[src/rtl/rsa_pkg.sv]
// Shared types and constants for the RSA modular-exponentiation engine.
package rsa_pkg;

  localparam int unsigned N_BIT_DEF = 12;
  localparam int unsigned E_BIT_DEF = 12;

  localparam logic MODE_ENC = 1'b0;
  localparam logic MODE_DEC = 1'b1;

  typedef enum logic [2:0] {
    IDLE,
    PRE_X,
    PRE_A,
    SQR,
    MUL,
    POST,
    HOLD
  } state_t;

  typedef enum logic [1:0] {
    MM_IDLE,
    MM_RUN,
    MM_SUB
  } mm_phase_t;

endpackage

[src/rtl/rsa_modexp_mont_mul.sv]
// Radix-2 bit-serial Montgomery multiplier: r = a*b*2^-N_BIT mod n, fully reduced.
// Iteration 0 runs on the start edge, so done pulses N_BIT+1 cycles after start.
module mont_mul
  import rsa_pkg::*;
#(
  parameter int unsigned N_BIT = N_BIT_DEF
) (
  input  logic             clk,
  input  logic             rst,
  input  logic             start,
  input  logic [N_BIT-1:0] a,
  input  logic [N_BIT-1:0] b,
  input  logic [N_BIT-1:0] n,
  output logic             done,
  output logic [N_BIT-1:0] r
);

  localparam int unsigned W  = N_BIT + 2;
  localparam int unsigned CW = $clog2(N_BIT + 1);

  mm_phase_t        phase, phase_nx;
  logic [W-1:0]     u, b_q, n_q;
  logic [N_BIT-1:0] a_sh;
  logic [CW-1:0]    cnt;

  logic             a_bit;
  logic [W-1:0]     b_cur, n_cur, u_cur, sum, u_step, u_sub;

  // One reduction step; while idle it works straight from the input ports.
  always_comb begin
    a_bit = a_sh[0];
    b_cur = b_q;
    n_cur = n_q;
    u_cur = u;
    if (phase == MM_IDLE) begin
      a_bit = a[0];
      b_cur = W'(b);
      n_cur = W'(n);
      u_cur = '0;
    end
    sum = u_cur + (a_bit ? b_cur : '0);
    if (sum[0]) sum = sum + n_cur;
    u_step = sum >> 1;
    u_sub  = (u >= n_q) ? (u - n_q) : u;
  end

  always_comb begin
    phase_nx = phase;
    case (phase)
      MM_IDLE: if (start) phase_nx = MM_RUN;
      MM_RUN:  if (cnt == CW'(N_BIT - 1)) phase_nx = MM_SUB;
      MM_SUB:  phase_nx = MM_IDLE;
      default: phase_nx = MM_IDLE;
    endcase
  end

  always_ff @(posedge clk) begin
    if (rst) phase <= MM_IDLE;
    else     phase <= phase_nx;
  end

  always_ff @(posedge clk) begin
    if (rst) begin
      u    <= '0;
      b_q  <= '0;
      n_q  <= '0;
      a_sh <= '0;
      cnt  <= '0;
      r    <= '0;
      done <= 1'b0;
    end else begin
      done <= 1'b0;
      case (phase)
        MM_IDLE: if (start) begin
          u    <= u_step;
          a_sh <= a >> 1;
          b_q  <= W'(b);
          n_q  <= W'(n);
          cnt  <= CW'(1);
        end
        MM_RUN: begin
          u    <= u_step;
          a_sh <= a_sh >> 1;
          cnt  <= cnt + CW'(1);
        end
        MM_SUB: begin
          r    <= N_BIT'(u_sub);
          done <= 1'b1;
        end
        default: ;
      endcase
    end
  end

endmodule

[src/rtl/rsa_modexp.sv]
// RSA modular exponentiation (left-to-right square-and-multiply) in the Montgomery
// domain, sharing a single bit-serial Montgomery multiplier across all phases.
module rsa_modexp
  import rsa_pkg::*;
#(
  parameter int unsigned N_BIT = N_BIT_DEF,
  parameter int unsigned E_BIT = E_BIT_DEF
) (
  input  logic             clk,
  input  logic             rst,
  input  logic             in_valid,
  output logic             in_ready,
  input  logic [N_BIT-1:0] in_data,
  input  logic             in_mode,
  input  logic [N_BIT-1:0] key_n,
  input  logic [E_BIT-1:0] key_e,
  input  logic [E_BIT-1:0] key_d,
  input  logic [N_BIT-1:0] key_r2,
  output logic             out_valid,
  input  logic             out_ready,
  output logic [N_BIT-1:0] out_data,
  output logic             out_err,
  output logic             busy
);

  localparam int unsigned IDX_W = (E_BIT > 1) ? $clog2(E_BIT) : 1;

  state_t           state, state_nx;
  logic [N_BIT-1:0] x_q, n_q, r2_q, xm_q, acc_q;
  logic [E_BIT-1:0] exp_q;
  logic [IDX_W-1:0] idx_q;
  logic             err_q, mm_busy;

  logic             accept_c, reject_c, last_c, op_c, mm_start_c, mm_done;
  logic [N_BIT-1:0] mm_a_c, mm_b_c, mm_r;

  assign accept_c   = in_valid & in_ready;
  assign reject_c   = ~key_n[0] | (key_n < N_BIT'(3)) | (in_data >= key_n);
  assign last_c     = (idx_q == '0);
  assign op_c       = state inside {PRE_X, PRE_A, SQR, MUL, POST};
  assign mm_start_c = op_c & ~mm_busy & ~err_q;

  // Operand routing for the shared multiplier.
  always_comb begin
    mm_a_c = '0;
    mm_b_c = '0;
    case (state)
      PRE_X: begin mm_a_c = x_q;           mm_b_c = r2_q;          end
      PRE_A: begin mm_a_c = N_BIT'(1);     mm_b_c = r2_q;          end
      SQR:   begin mm_a_c = acc_q;         mm_b_c = acc_q;         end
      MUL:   begin mm_a_c = acc_q;         mm_b_c = xm_q;          end
      POST:  begin mm_a_c = acc_q;         mm_b_c = N_BIT'(1);     end
      default: ;
    endcase
  end

  mont_mul #(.N_BIT(N_BIT)) u_mm (
    .clk   (clk),
    .rst   (rst),
    .start (mm_start_c),
    .a     (mm_a_c),
    .b     (mm_b_c),
    .n     (n_q),
    .done  (mm_done),
    .r     (mm_r)
  );

  always_comb begin
    state_nx = state;
    case (state)
      IDLE:  if (accept_c) state_nx = PRE_X;
      PRE_X: begin
        if (err_q)        state_nx = HOLD;
        else if (mm_done) state_nx = PRE_A;
      end
      PRE_A: if (mm_done) state_nx = SQR;
      SQR:   if (mm_done) begin
        if (exp_q[idx_q]) state_nx = MUL;
        else if (last_c)  state_nx = POST;
        else              state_nx = SQR;
      end
      MUL:   if (mm_done) state_nx = last_c ? POST : SQR;
      POST:  if (mm_done) state_nx = HOLD;
      HOLD:  if (out_ready) state_nx = IDLE;
      default: state_nx = IDLE;
    endcase
  end

  always_ff @(posedge clk) begin
    if (rst) state <= IDLE;
    else     state <= state_nx;
  end

  always_ff @(posedge clk) begin
    if (rst) begin
      x_q       <= '0;
      n_q       <= '0;
      r2_q      <= '0;
      xm_q      <= '0;
      acc_q     <= '0;
      exp_q     <= '0;
      idx_q     <= '0;
      err_q     <= 1'b0;
      mm_busy   <= 1'b0;
      in_ready  <= 1'b1;
      busy      <= 1'b0;
      out_valid <= 1'b0;
      out_err   <= 1'b0;
      out_data  <= '0;
    end else begin
      in_ready <= (state_nx == IDLE);
      busy     <= (state_nx != IDLE);
      if (mm_start_c)   mm_busy <= 1'b1;
      else if (mm_done) mm_busy <= 1'b0;

      case (state)
        IDLE: if (accept_c) begin
          x_q   <= in_data;
          n_q   <= key_n;
          r2_q  <= key_r2;
          exp_q <= (in_mode == MODE_DEC) ? key_d : key_e;
          err_q <= reject_c;
          idx_q <= IDX_W'(E_BIT - 1);
        end
        PRE_X: begin
          if (err_q) begin
            out_valid <= 1'b1;
            out_err   <= 1'b1;
            out_data  <= '0;
          end else if (mm_done) begin
            xm_q <= mm_r;
          end
        end
        PRE_A: if (mm_done) acc_q <= mm_r;
        SQR: if (mm_done) begin
          acc_q <= mm_r;
          if (!exp_q[idx_q] && !last_c) idx_q <= idx_q - IDX_W'(1);
        end
        MUL: if (mm_done) begin
          acc_q <= mm_r;
          if (!last_c) idx_q <= idx_q - IDX_W'(1);
        end
        POST: if (mm_done) begin
          out_data  <= mm_r;
          out_valid <= 1'b1;
          out_err   <= 1'b0;
        end
        HOLD: if (out_ready) begin
          out_valid <= 1'b0;
          out_err   <= 1'b0;
        end
        default: ;
      endcase
    end
  end

endmodule

[config.mk]
export PLATFORM = sky130hd
export DESIGN_NAME = rsa_modexp
export DESIGN_NICKNAME = d
export VERILOG_FILES = /design/src/rtl/rsa_pkg.sv /design/src/rtl/rsa_modexp_mont_mul.sv /design/src/rtl/rsa_modexp.sv
export SDC_FILE = /design/constraint.sdc
export NUM_CORES = 1
export LEC_CHECK = 0
export CAP_MARGIN = 20
export CORE_ASPECT_RATIO = 1.2
export CORE_MARGIN = 1.5
export CORE_UTILIZATION = 38
export DETAILED_ROUTE_END_ITERATION = 10
export DONT_BUFFER_PORTS = 1
export PLACE_DENSITY_LB_ADDON = 0.1
export SLEW_MARGIN = 20
export SYNTH_ARGS = -nofsm -noshare
export SYNTH_HDL_FRONTEND = slang
export SYNTH_SLANG_ARGS = --single-unit
[constraint.sdc]
create_clock -name clk -period 6.5 [get_ports clk]
set_input_delay 1.3 -clock clk [delete_from_list [all_inputs] [get_ports clk]]
set_output_delay 1.3 -clock clk [all_outputs]
set_load 0.02 [all_outputs]
==> results.json <==
{
  "outcome": "complete, no violations",
  "critical_path.endpoint": "u_mm.u[12]",
  "grt_pass1_wl_um": 41600,
  "tightest_slew_ns": 1.06,
  "synth_area_leader_cell": "dfxtp_1",
  "relSlewSlack": 0.295,
  "clk_latency_ns": 0.43,
  "place_congestion": 0.894,
  "netlist_top_cells_count": "dfxtp_1, nand2_1, nor2_1",
  "wl_per_cell_um": 18.6,
  "dr.pass1.iters": 5,
  "critPathCaptureType": "register",
  "syn_area_um2": 9150,
  "startpoint": "state[2]",
  "hold_buffers": 0,
  "drt_iter0_drc": 505,
  "cp_cell_sequence": "nor2b_1 -> and2_1 -> a221oi_1 -> a211oi_1 -> ha_1 -> inv_1 -> fa_1 -> and2b_1 -> o31a_2 -> o21a_1 -> nor2_1 -> xnor2_1 -> ha_1 -> a211o_1 -> nor4_1 -> o31ai_1 -> a21o_1 -> a31o_2 -> a311oi_2",
  "crit_required_ns": 6.84,
  "yosys_register_bits": 164,
  "peakVddDrop_uv": 265,
  "cts_setup_buffers": 0,
  "synth.distinct_cells": 74,
  "synth_warnings": 0,
  "grt_max_degree": 149,
  "crit_type": "register to register",
  "vias": 7733,
  "synth_fp_nets": 1252,
  "grt.overflow.total": 0,
  "cts_made_buffers": 17,
  "portBuffers": 0,
  "rsz0062_at_grt": "no",
  "initial_utilization": 0.384,
  "h-tree-depth": 4,
  "fin_setup_tns_ns": 0,
  "hold_path.class": "register to register",
  "fp-row-count": 62,
  "p_leak_nw": 4.04,
  "core_um2": 23800,
  "critPathLaunchType": "register",
  "worstPathArrival_ns": 5.75,
  "grt.total_usage": 0.218,
  "antennaDiodeCount": 0,
  "io_pins": 81,
  "clock_path_buffers": 2,
  "ys_seq_area_frac": 0.359,
  "finalMaxSlewViolations": 0,
  "nNetsFinal": 1208,
  "synthTopCellsByArea": "dfxtp_1, ha_1, nand2_1, a21oi_1, mux2i_1",
  "die_height_um": 173,
  "synthCells": 1133,
  "drive_gt1_frac": 0.0563,
  "final_hold_viol_count": 0,
  "cts_sinks": 164,
  "drv_cap": 0,
  "drcViolationCount": 0,
  "skew_ns": 0.0130,
  "dieArea_um2": 25000,
  "slowest_delay_ns": 0.92,
  "finalCritPeriodShare": 0.832,
  "period_needed_ns": 5.41,
  "clock.fmax_mhz": 185,
  "ys_async_sr_fraction": 0,
  "clk_pin_slew_ns": 0.07,
  "fin_util": 0.416,
  "drt_wl_total_um": 26500,
  "crit_slowest_cell": "dfxtp_1",
  "synth_edf_count": 0,
  "final_antenna_net_count": 0,
  "critPathMaxFanout": 26,
  "viasPerCell": 5.44,
  "regToRegStartpoint": "state[2]",
  "powerDensity_nw_per_um2": 377,
  "setup_viol": 0,
  "synth_top_cell_area_share": 0.359,
  "syn_avg_cell_area_um2": 8.08,
  "cpMostUsedCell": "ha_1",
  "dp_hpwl_um": 19900,
  "synth.most_common_cell": "dfxtp_1",
  "r2r_cells": 19,
  "r2r-end": "u_mm.u[12]",
  "ys.flop_type": "dfxtp_1",
  "cts_tree": "done",
  "clock-root-buffer": "clkbuf_16",
  "grt_pass1_vias": 7452,
  "dieWidth_um": 145,
  "antenna_found_initial": 0,
  "cts_resized": 0,
  "reg2reg_slack_ns": 1.09,
  "syn_to_final_growth_pct": 8.31
}
-- kinds of logic (layout without fill, tap and decap cells) --
family / after synthesis / count (layout) / share of synthesized area
DFF: 164 / 164 / 0.359
AOI/OAI and AO/OA: 320 / 320 / 0.231
and+or+nand+nor: 392 / 392 / 0.188
adders and majority gates: 54 / 54 / 0.0763
buffers and inverters: 117 / 86 / 0.0515
xor gates and xnor gates: 32 / 32 / 0.0314
muxes: 54 / 54 / 0.0633
-- stage by stage --
stage / area (um^2) / power (mW) / std cells / hold slack [ns] / setup slack, ns
2_1_floorplan: 9150 / 2.45 / 1133 / 0.432 / 1.98
3_3_place_gp: 9330 / 2.76 / 1390 / 0.440 / 1.29
3_5_place_dp: 9330 / 2.76 / 1390 / 0.443 / 1.23
4_1_cts: 9910 / 3.77 / 1422 / 0.453 / 1.20
5_1_grt: 9910 / 4.00 / 1422 / 0.469 / 0.663
6_report: 9910 / 3.74 / 1422 / 0.457 / 1.09
-- registers in the layout, summed over array words and instances (netlist names), 2 cells and up --
register,count
u_mm.u,13
acc_q,12
exp_q,12
n_q,12
out_data,12
r2_q,12
u_mm.b_q,12
u_mm.n_q,12
u_mm.r,12
x_q,12
xm_q,12
u_mm.a_sh,11
idx_q,4
u_mm.cnt,4
state,3
u_mm.phase,2
-- critical path: cells and delay by family, from the launching register on --
kind	cells	cell delay, ns
and+or+nand+nor	5	1.04
xor gates and xnor gates	1	0.17
buffers and inverters	1	0.07
AOI/OAI and AO/OA	9	2.33
DFF	1	0.92
adders and majority gates	3	0.79
-- cell type report --
class	count	area, um^2
Clock buffer	19	443
Clock inverter	13	139
Multi-Input combinational cell	852	5410
Fill cell	2547	13900
Tap cell	320	400
Timing Repair Buffer	10	75.1
Inverter	44	165
Sequential cell	164	3280
-- routing by layer --
metal / routed length (um) / up-vias / track usage
met5: 0 / - / 0
met2: 13700 / 142 / 0.389
li1: - / 3931 / -
met4: 813 / 0 / 0.0859
met3: 701 / 34 / 0.0282
met1: 11200 / 3626 / 0.262
-- worst min-delay path by stage --
| stage | end | depth (start not counted) | slack, ns | from |
|---|---|---|---|---|
| floorplan | u_mm.u[0] | 2 | 0.43 | u_mm.u[0] |
| global placement | u_mm.n_q[2] | 2 | 0.44 | u_mm.n_q[2] |
| detailed placement | u_mm.n_q[8] | 2 | 0.44 | u_mm.n_q[8] |
| CTS | mm_busy | 2 | 0.45 | mm_busy |
| global route | mm_busy | 2 | 0.47 | mm_busy |
| finish | u_mm.n_q[4] | 2 | 0.46 | u_mm.n_q[4] |
-- cell usage in the layout (no fill, tap or decap), drive strengths merged, types with 6 or more instances in the layout --
| cell | netlist | layout |
|---|---|---|
| nor2 | 132 | 132 |
| and2 | 15 | 15 |
| o21a | 11 | 11 |
| dfxtp | 164 | 164 |
| nand2b | 7 | 7 |
| nand3 | 19 | 19 |
| buf | 19 | 10 |
| o31a | 6 | 6 |
| nand2 | 158 | 158 |
| xor2 | 12 | 12 |
| o21ai | 48 | 48 |
| a21o | 18 | 18 |
| ha | 51 | 51 |
| or3 | 6 | 6 |
| o31ai | 6 | 6 |
| a211oi | 47 | 47 |
| nor4 | 7 | 7 |
| a22oi | 14 | 14 |
| a222oi | 10 | 10 |
| clkbuf | 54 | 19 |
| inv | 44 | 50 |
| a22o | 12 | 12 |
| a21oi | 112 | 112 |
| xnor2 | 20 | 20 |
| nor2b | 10 | 10 |
| nor3 | 15 | 15 |
| mux2i | 50 | 50 |
-- power breakdown --
part	internal, mW	switching (mW)	total [mW]
clock network	0.551	0.457	1.01
logic	0.594	0.834	1.43
registers	1.15	0.158	1.30
Power figures use the tool's default switching activity.
